$ cat src/rtl/wb_write_arbiter.sv
// wb_write_arbiter: load/ALU write-back arbiter with result FIFO and pending scoreboard.
// Optional WB_BYPASS_EN adds a combinational forwarding search over queued and issuing writes.
module wb_write_arbiter #(
    parameter int DEPTH      = 4,
    parameter int NREG       = 16,
    parameter int STARVE_MAX = 3
) (
    input  logic            CLK,
    input  logic            RST_N,
    input  logic            ALU_Valid,
    input  logic [4:0]      ALU_Dest,
    input  logic [31:0]     ALU_Data,
    output logic            ALU_Ready,
    input  logic            LD_Valid,
    input  logic [4:0]      LD_Dest,
    input  logic [31:0]     LD_Data,
    output logic            LD_Ready,
    output logic [4:0]      Add_Dest,
    output logic [31:0]     Write_Data,
    output logic            Write_En,
    output logic [NREG-1:0] Pending,
`ifdef WB_BYPASS_EN
    input  logic [4:0]      Fwd_Addr,
    output logic            Fwd_Hit,
    output logic [31:0]     Fwd_Data,
`endif
    output logic            Err_Addr
);
    localparam int AW = $clog2(DEPTH);
    localparam int SW = $clog2(STARVE_MAX + 2);

    logic [36:0]     mem [DEPTH];
    logic [AW-1:0]   wptr, rptr;
    logic [AW:0]     count;
    logic [SW-1:0]   starve;
    logic [DEPTH-1:0] vld;
    logic            full, force_alu, ld_gnt, ld_x, alu_x, acc, illegal, push, pop;
    logic [4:0]      dest;
    logic [31:0]     data;

    // Load wins unless the ALU has been passed over STARVE_MAX times in a row
    assign full      = count == (AW+1)'(DEPTH);
    assign force_alu = ALU_Valid && starve == SW'(STARVE_MAX);
    assign ld_gnt    = LD_Valid && !force_alu;
    assign LD_Ready  = RST_N && !full && ld_gnt;
    assign ALU_Ready = RST_N && !full && !ld_gnt;
    assign ld_x      = LD_Valid && LD_Ready;
    assign alu_x     = ALU_Valid && ALU_Ready;
    assign acc       = ld_x || alu_x;
    assign dest      = ld_x ? LD_Dest : ALU_Dest;
    assign data      = ld_x ? LD_Data : ALU_Data;
    assign illegal   = int'(dest) >= NREG;
    assign push      = acc && dest != 5'd0 && !illegal;
    assign pop       = count != '0;

    always_ff @(posedge CLK) begin
        if (push) mem[wptr] <= {dest, data};
    end

    always_ff @(posedge CLK) begin
        if (!RST_N) begin
            wptr       <= '0;
            rptr       <= '0;
            count      <= '0;
            starve     <= '0;
            Write_En   <= 1'b0;
            Add_Dest   <= '0;
            Write_Data <= '0;
            Err_Addr   <= 1'b0;
        end else begin
            if (push) wptr <= wptr + 1'b1;
            if (pop) begin
                {Add_Dest, Write_Data} <= mem[rptr];
                rptr <= rptr + 1'b1;
            end
            count    <= count + (AW+1)'(push) - (AW+1)'(pop);
            Write_En <= pop;
            Err_Addr <= acc && illegal;
            starve   <= (!ALU_Valid || alu_x) ? '0 :
                        (ld_x && starve != SW'(STARVE_MAX)) ? starve + 1'b1 : starve;
        end
    end

    always_comb begin
        vld = '0;
        for (int i = 0; i < DEPTH; i++) vld[i] = {1'b0, AW'(i) - rptr} < count;
    end

    always_comb begin
        Pending = '0;
        for (int r = 1; r < NREG; r++) begin
            Pending[r] = Write_En && Add_Dest == 5'(r);
            for (int i = 0; i < DEPTH; i++)
                if (vld[i] && mem[i][36:32] == 5'(r)) Pending[r] = 1'b1;
        end
    end

`ifdef WB_BYPASS_EN
    // Scan oldest to youngest so the last match wins
    always_comb begin
        logic [AW-1:0] idx;
        idx      = '0;
        Fwd_Hit  = 1'b0;
        Fwd_Data = '0;
        if (Fwd_Addr != 5'd0) begin
            if (Write_En && Add_Dest == Fwd_Addr) begin
                Fwd_Hit  = 1'b1;
                Fwd_Data = Write_Data;
            end
            for (int k = 0; k < DEPTH; k++) begin
                idx = rptr + AW'(k);
                if ((AW+1)'(k) < count && mem[idx][36:32] == Fwd_Addr) begin
                    Fwd_Hit  = 1'b1;
                    Fwd_Data = mem[idx][31:0];
                end
            end
        end
    end
`endif
endmodule

$ cat config.mk
export PLATFORM = sky130hd
export DESIGN_NAME = wb_write_arbiter
export DESIGN_NICKNAME = d
export VERILOG_FILES = /design/src/rtl/wb_write_arbiter.sv
export SDC_FILE = /design/constraint.sdc
export NUM_CORES = 1
export LEC_CHECK = 0
export CAP_MARGIN = 20
export CORE_MARGIN = 2
export CORE_UTILIZATION = 40
export DETAILED_ROUTE_END_ITERATION = 10
export HOLD_SLACK_MARGIN = 0.15
export PLACE_DENSITY = 0.71
export SLEW_MARGIN = 0
export SYNTH_ARGS = -nofsm -noshare
export SYNTH_HDL_FRONTEND = slang
export SYNTH_SLANG_ARGS = --single-unit
$ cat constraint.sdc
create_clock -name CLK -period 5.45 [get_ports CLK]
set_input_delay 0.545 -clock CLK [delete_from_list [all_inputs] [get_ports CLK]]
set_output_delay 0.545 -clock CLK [all_outputs]
set_load 0.01 [all_outputs]
==> run summary, run 1 <==
status - finished, final reports clean
all-layer global routing usage - 0.172
first-pass GRT wire length - 31200 µm
vias post-DR - 5606
worst path bufs/invs - 3
CP delay by family, top - flip-flops
H-tree depth - 4
Synth Area in Compound Gates - 0.0623
initial antenna violation count - 0
Setup Skew - 0.00902 ns
unrepaired setup endpoints after global routing - false
DRC violations left - 0
PostCTS Resize Cnt - 0
Syn Area/Cell - 14.0 µm²
routability cong. - 0.898
TritonCTS clock tree - built
Hold Crit Class - flip-flop to flip-flop
Lkg Pwr - 0.00369 µW
clk sinks - 197
global route overflow - 0
wire length on met3 - 1020 µm
Max Fclk - 239 MHz
area grow syn2layout - 25.3%
final hold violation count - 0
Post-Synthesis Cells - 629
largest family of logic cells by synthesized area - multiplexers
fin. max-slew vios - 0
worst-skew pair later-pin latency - 0.43 ns
startpoint types - flip-flop
minimum clock period - 4.18 ns
Die X - 152 µm
Seq/Total Area, Yosys - 0.615
worst-margin pin slew - 1.05 ns
WL met2 - 9520 µm
largest net degree at the start of global routing - 51
post-synthesis simple-gate area fraction - 0.127
cell count after placement - 1014
setup bufs post-CTS - 0
number of flops mapped to enable cells by yosys - 148
die height - 152 µm
Clk pin slew, worst setup/hold paths - 0.07 ns
worst-path maximum fanout - 43
Post-Synth Adder-Cell Area - 0.0193
I/O pins - 135
critical path type - flip-flop to output port
final setup fails - 0
CP max-delay cell - dfxtp_4
Highest Signal Layer - met4
register bit total from synthesis - 197
hold_buf cts - 0
slowest stage delay, CP - 0.92 ns
Distinct cells, synth - 49
vias per cell - 5.34
CTS Buf Count - 17
critical path, cell by cell - xnor2_1 -> inv_1 -> ha_1 -> nor2b_1 -> a211oi_1 -> clkbuf_2 -> nand3_1 -> nand4_1 -> clkdlybuf4s50_1
setup_tns - 0 ns
asr flop ratio synth - 0
vias in the first global route - 5563
routed len/inst - 18.7 µm
max cap viols - 0
critical path capture point type - output port
Synth Cell Area - 8820 µm²
Max Root-Sink Buffers - 2
period utilization - 0.768
Worst slew margin - 0.298
main flop type after synthesis - edfxtp_1
Critical Path RT - 4.91 ns
Initial DRT Pass Iterations - 5
DP HPWL - 12600 µm
peak supply drop - 0.000270 V
diodes inserted - 0
Net Count, Synth - 720
Initial Util - 0.405
Ys Warns - 0
# fillers - 1880
core area - 21800 µm²
share of cells above drive strength 1 - 0.146
M1 wire length - 8650 µm
Finished Layout Cells - 1049
Arr. time, crit path - 3.64 ns
cell area power density - 452 nW/µm²
xor-xnor portion of the synthesized cell area - 0.00497
Nets - 847
post-route antenna net violation count - 0
post-synthesis mux area share - 0.144
CTS Root Cell - clkbuf_16
final wirelength - 19600 µm
DR iter-0 viols - 285
standard-cell row count - 54
Die Area - 23300 µm²
IO buf count - 133
## stage by stage
stage | total power, µW | cell area [µm²] | hold WS, ns | setup WS, ns | util
2_1_floorplan | 3100 | 8820 | 0.465 | 2.58 | -
3_3_place_gp | 3710 | 10400 | 0.449 | 1.42 | 0.477
3_5_place_dp | 3730 | 10400 | 0.456 | 1.38 | 0.477
4_1_cts | 5040 | 11000 | 0.465 | 0.902 | 0.505
5_1_grt | 5270 | 11100 | 0.486 | 1.02 | 0.508
6_report | 4990 | 11100 | 0.459 | 1.27 | 0.508
## metal layers
layer	vias to the layer above	global-route usage
li1	2648	-
met1	2757	0.226
met2	174	0.287
met3	27	0.0384
met4	0	0.0573
met5	-	0
## kinds of logic (layout without fill, tap and decap cells)
kind of cell / Yosys count / count (layout)
simple gates: 224 / 224
flops: 197 / 197
mux: 76 / 76
compound gates: 66 / 66
buf+inv: 47 / 187
fa+ha+maj: 13 / 13
xor+xnor: 5 / 5
other cells: 1 / 1
## cell usage after synthesis, drive strengths merged (7+ instances only)
cell	instances	area share
edfxtp	148	0.50
nand2	92	0.039
dfxtp	49	0.11
a21boi	38	0.033
mux2	37	0.047
mux4	37	0.094
nand3	24	0.014
buf	23	0.016
nor2	20	0.0085
nand4	15	0.011
nor2b	15	0.011
inv	14	0.0060
and2	13	0.0092
ha	12	0.017
nor3	12	0.0068
clkbuf	10	0.0043
nor4	10	0.0071
a221oi	8	0.0099
a22oi	7	0.0060
nand2b	7	0.0050
## cell usage in the layout (no fill, tap or decap), drive strengths merged, types with 2 or more instances in the layout
| master | netlist | layout |
|---|---|---|
| ha | 12 | 12 |
| buf | 23 | 8 |
| a211oi | 5 | 5 |
| nor3 | 12 | 12 |
| nand4 | 15 | 15 |
| bufinv | 0 | 4 |
| mux4 | 37 | 37 |
| nor2b | 15 | 15 |
| xnor2 | 5 | 5 |
| a21boi | 38 | 38 |
| nand3 | 24 | 24 |
| inv | 14 | 15 |
| a221oi | 8 | 8 |
| and2 | 13 | 13 |
| a22oi | 7 | 7 |
| a211o | 2 | 2 |
| nor4 | 10 | 10 |
| nand4b | 4 | 4 |
| nor2 | 20 | 20 |
| edfxtp | 148 | 148 |
| nor3b | 3 | 3 |
| clkbuf | 10 | 20 |
| dfxtp | 49 | 49 |
| clkinv | 0 | 8 |
| nor4b | 3 | 3 |
| mux2 | 37 | 37 |
| mux2i | 2 | 2 |
| clkdlybuf4s50 | 0 | 132 |
| nand2 | 92 | 92 |
| nand2b | 7 | 7 |
## registers in the layout, summed over array words and instances, names as in the netlist
name and flops:
wptr 2, count 3, Err_Addr 1, Write_Data 32, starve 3, Add_Dest 5
Write_En 1, mem 148, rptr 2
## area by class of cell
type / count / area [µm²] / area share
flip-flops and latches: 197 / 5430 / 0.491
multi-input cells: 385 / 3180 / 0.287
repair buffers: 141 / 1420 / 0.129
clock buffers: 19 / 443 / 0.0401
well taps: 280 / 350 / 0.0317
clock inverters: 13 / 179 / 0.0162
inverters: 14 / 52.6 / 0.00475
## path summary, 6_finish.rpt
path,start,endpoint,slack (ns),cells after the start
setup / recovery,rptr[0],Pending[7],1.27,9
hold / removal,Write_Data[0],Write_Data[0],0.46,2
setup reg to reg,starve[0],count[2],2.27,13
hold reg to reg,Write_Data[0],Write_Data[0],0.46,2
## worst reg2reg max path, stage by stage, from the launching register on
cell      delay (ns)
dfxtp_1         0.32
ha_1            0.20
ha_1            0.20
a21boi_2        0.32
nor3b_1         0.37
o21a_1          0.28
inv_1           0.07
ha_1            0.28
inv_1           0.04
ha_1            0.18
fa_1            0.38
xnor2_1         0.15
xnor2_1         0.14
and2_1          0.15
## power breakdown
group	switching [µW]	internal (µW)	leakage, µW	total [µW]
combinational	823	809	0.00164	1630
sequential	212	1840	0.00174	2050
clock	530	779	0.000308	1310
total	1560	3430	0.00369	4990
No activity file was read; power rests on OpenSTA's default activity.
==> run 2: changes to the inputs <==
- PLACE_DENSITY: 0.71 -> 0.74
- clock period: 5.45 -> 3.8 ns (I/O delays scaled with it)
==> run 2 against run 1 <==
Clock power increased by 33%. Routed wire length decreased by 1.8%. Core utilization about the same. Hold slack got worse by 0.18 ns. Clock skew decreased by 0.0032 ns. Largest power group unchanged.
==> run summary, run 2 (synthesis gave the netlist of run 1 again) <==
I/O pins - 135 (unchanged)
Setup Skew - 0.00584 ns (-0.00318 ns)
final setup fails - 0 (unchanged)
routed len/inst - 18.3 µm (-2.4%)
final hold violation count - 0 (unchanged)
DRC violations left - 0 (unchanged)
TritonCTS clock tree - built
most common cell after layout, fill and taps aside - edfxtp_1
initial antenna violation count - 0 (unchanged)
P_sw - 2320 µW (+49%)
unrepaired setup endpoints after global routing - false
CP max-delay cell - clkdlybuf4s50_1
IO buf count - 133 (unchanged)
standard-cell row count - 54 (unchanged)
largest net degree at the start of global routing - 50 (-2.0%)
vias in the first global route - 5547 (-0.29%)
PostCTS Resize Cnt - 0 (unchanged)
Nets - 853 (+0.71%)
hold_buf cts - 0 (unchanged)
share of cells above drive strength 1 - 0.154 (+0.00790)
R2R setup slack - 0.68 ns (-1.59 ns)
Initial DRT Pass Iterations - 4 (-1)
Max Fclk - 296 MHz
final wirelength - 19300 µm (-1.8%)
die height - 152 µm (unchanged)
critical path, cell by cell - inv_1 -> ha_1 -> a211oi_2 -> nor4_1 -> a221oi_1 -> nand3_1 -> clkdlybuf4s50_1
Worst slew margin - 0.492 (+0.194)
sequential power share - 0.403 (-0.008)
cell area power density - 638 nW/µm² (+41%)
slowest stage delay, CP - 0.50 ns (-0.42 ns)
Critical Path RT - 3.42 ns (-1.49 ns)
diodes inserted - 0 (unchanged)
minimum clock period - 3.38 ns
setup bufs post-CTS - 0 (unchanged)
most frequent cells in the layout - edfxtp_1 (148), clkdlybuf4s50_1 (132), nand2_1 (92)
max cap viols - 0 (unchanged)
Reg with most FFs - mem
clk sinks - 197 (unchanged)
biggest regs - mem x148, Write_Data x32, Add_Dest x5
critical path capture point type - output port
reg2reg end - count[2]
worst-margin pin slew - 0.762 ns (-0.291 ns)
H-tree depth - 4 (unchanged)
Die X - 152 µm (unchanged)
vias per cell - 5.31 (-0.73%)
global route overflow - 0 (unchanged)
DR iter-0 viols - 327 (+15%)
power share of the combinational group - 0.350 (+0.023)
core area - 21800 µm² (unchanged)
hold path depth - 3 (+1)
R2R Path Start - starve[0]
Initial Util - 0.405 (unchanged)
status - finished, final reports clean
first-pass GRT wire length - 30300 µm (-2.7%)
critical path type - flip-flop to output port
fin. max-slew vios - 0 (unchanged)
Lkg Pwr - 0.00369 µW (+0.15%)
worst-path maximum fanout - 9 (-79%)
Hold Crit Class - input port to flip-flop
Reg2Reg Depth - 13 (unchanged)
Die Area - 23300 µm² (unchanged)
routability cong. - 0.907 (+1.1%)
Arr. time, crit path - 3.00 ns (-0.64 ns)
vias post-DR - 5597 (-0.16%)
CTS Root Cell - clkbuf_16
post-route antenna net violation count - 0 (unchanged)
all-layer global routing usage - 0.167 (-0.00487)
Min-Delay Endpoint - Err_Addr
startpoint types - flip-flop
utilization after layout - 0.508 (about the same)
Max Root-Sink Buffers - 2 (unchanged)
period utilization - 0.889
switching fraction of total power - 0.330 (+0.0164)
setup_tns - 0 ns (unchanged)
Clk pin slew, worst setup/hold paths - 0.07 ns (about the same)
peak supply drop - 0.000403 V (+49%)
DP HPWL - 13200 µm (+5.0%)
Clk pwr share - 0.247 (-0.015)
area grow syn2layout - 25.3% (about the same)
hold wc startpoint - RST_N
CTS Buf Count - 17 (unchanged)
Largest register FFs - 148 (unchanged)
worst-skew pair later-pin latency - 0.43 ns (about the same)
P_int - 4730 µW (+38%)
## run 2: cell count changes in the layout (fill, tap and decap cells not counted), sizes merged
cell	change
buf	+7
inv	+7
bufinv	-4
clkbuf	-2
clkinv	-2
## run 2: power by group through the flow
stage | clock [µW] | combinational, µW | sequential [µW]
after CTS | 1780 | 2510 | 2840
final | 1740 | 2460 | 2840
after global placement | 0 | 2470 | 2880
after floorplan | 0 | 1540 | 2910
after detailed placement | 0 | 2490 | 2890
after global routing | 1860 | 2700 | 2880
## run 2: through the flow
step | total power, µW | setup WS, ns | hold slack, ns | cell area (µm²) | cells
2_1_floorplan | 4450 | 0.928 | 0.465 | 8820 | 629
3_3_place_gp | 5350 | 0.575 | 0.449 | 10500 | 1023
3_5_place_dp | 5380 | 0.478 | 0.454 | 10500 | 1023
6_report | 7050 | 0.422 | 0.284 | 11000 | 1055
4_1_cts | 7130 | 0.403 | 0.265 | 11000 | 1055
5_1_grt | 7440 | 0.182 | 0.265 | 11000 | 1055
## run 2: cell type report
| cell class | instances | area, µm² |
|---|---|---|
| multi-input combinational | 385 | 3180 |
| inverter | 14 | 52.6 |
| clock inverter | 14 | 131 |
| timing repair buffer | 147 | 1460 |
| fill | 1878 | 10700 |
| tap | 280 | 350 |
| sequential | 197 | 5430 |
| clock buffer | 18 | 450 |
## run 2: worst max path at each step
stage	cells after the start	from	to
2_1_floorplan	13	starve[0]	count[2]
3_3_place_gp	12	LD_Valid	count[2]
3_5_place_dp	12	LD_Valid	count[2]
4_1_cts	8	rptr[1]	Pending[11]
5_1_grt	8	rptr[1]	Pending[11]
6_report	7	count[1]	Pending[3]
## run 2: critical path: cells and delay by family (launching register included)
family	cells	cell delay, ns
AOI/OAI and AO/OA	2	0.86
and+or+nand+nor	2	0.31
DFF	1	0.39
buffers and inverters	2	0.67
adders and majority gates	1	0.34
## run 2: per-layer routing
| metal | track usage | up-vias | share of wire |
|---|---|---|---|
| met1 | 0.217 | 2745 | 0.45 |
| met3 | 0.0344 | 23 | 0.050 |
| met5 | 0 | - | 0 |
| met4 | 0.0520 | 0 | 0.015 |
| li1 | - | 2664 | - |
| met2 | 0.285 | 165 | 0.49 |
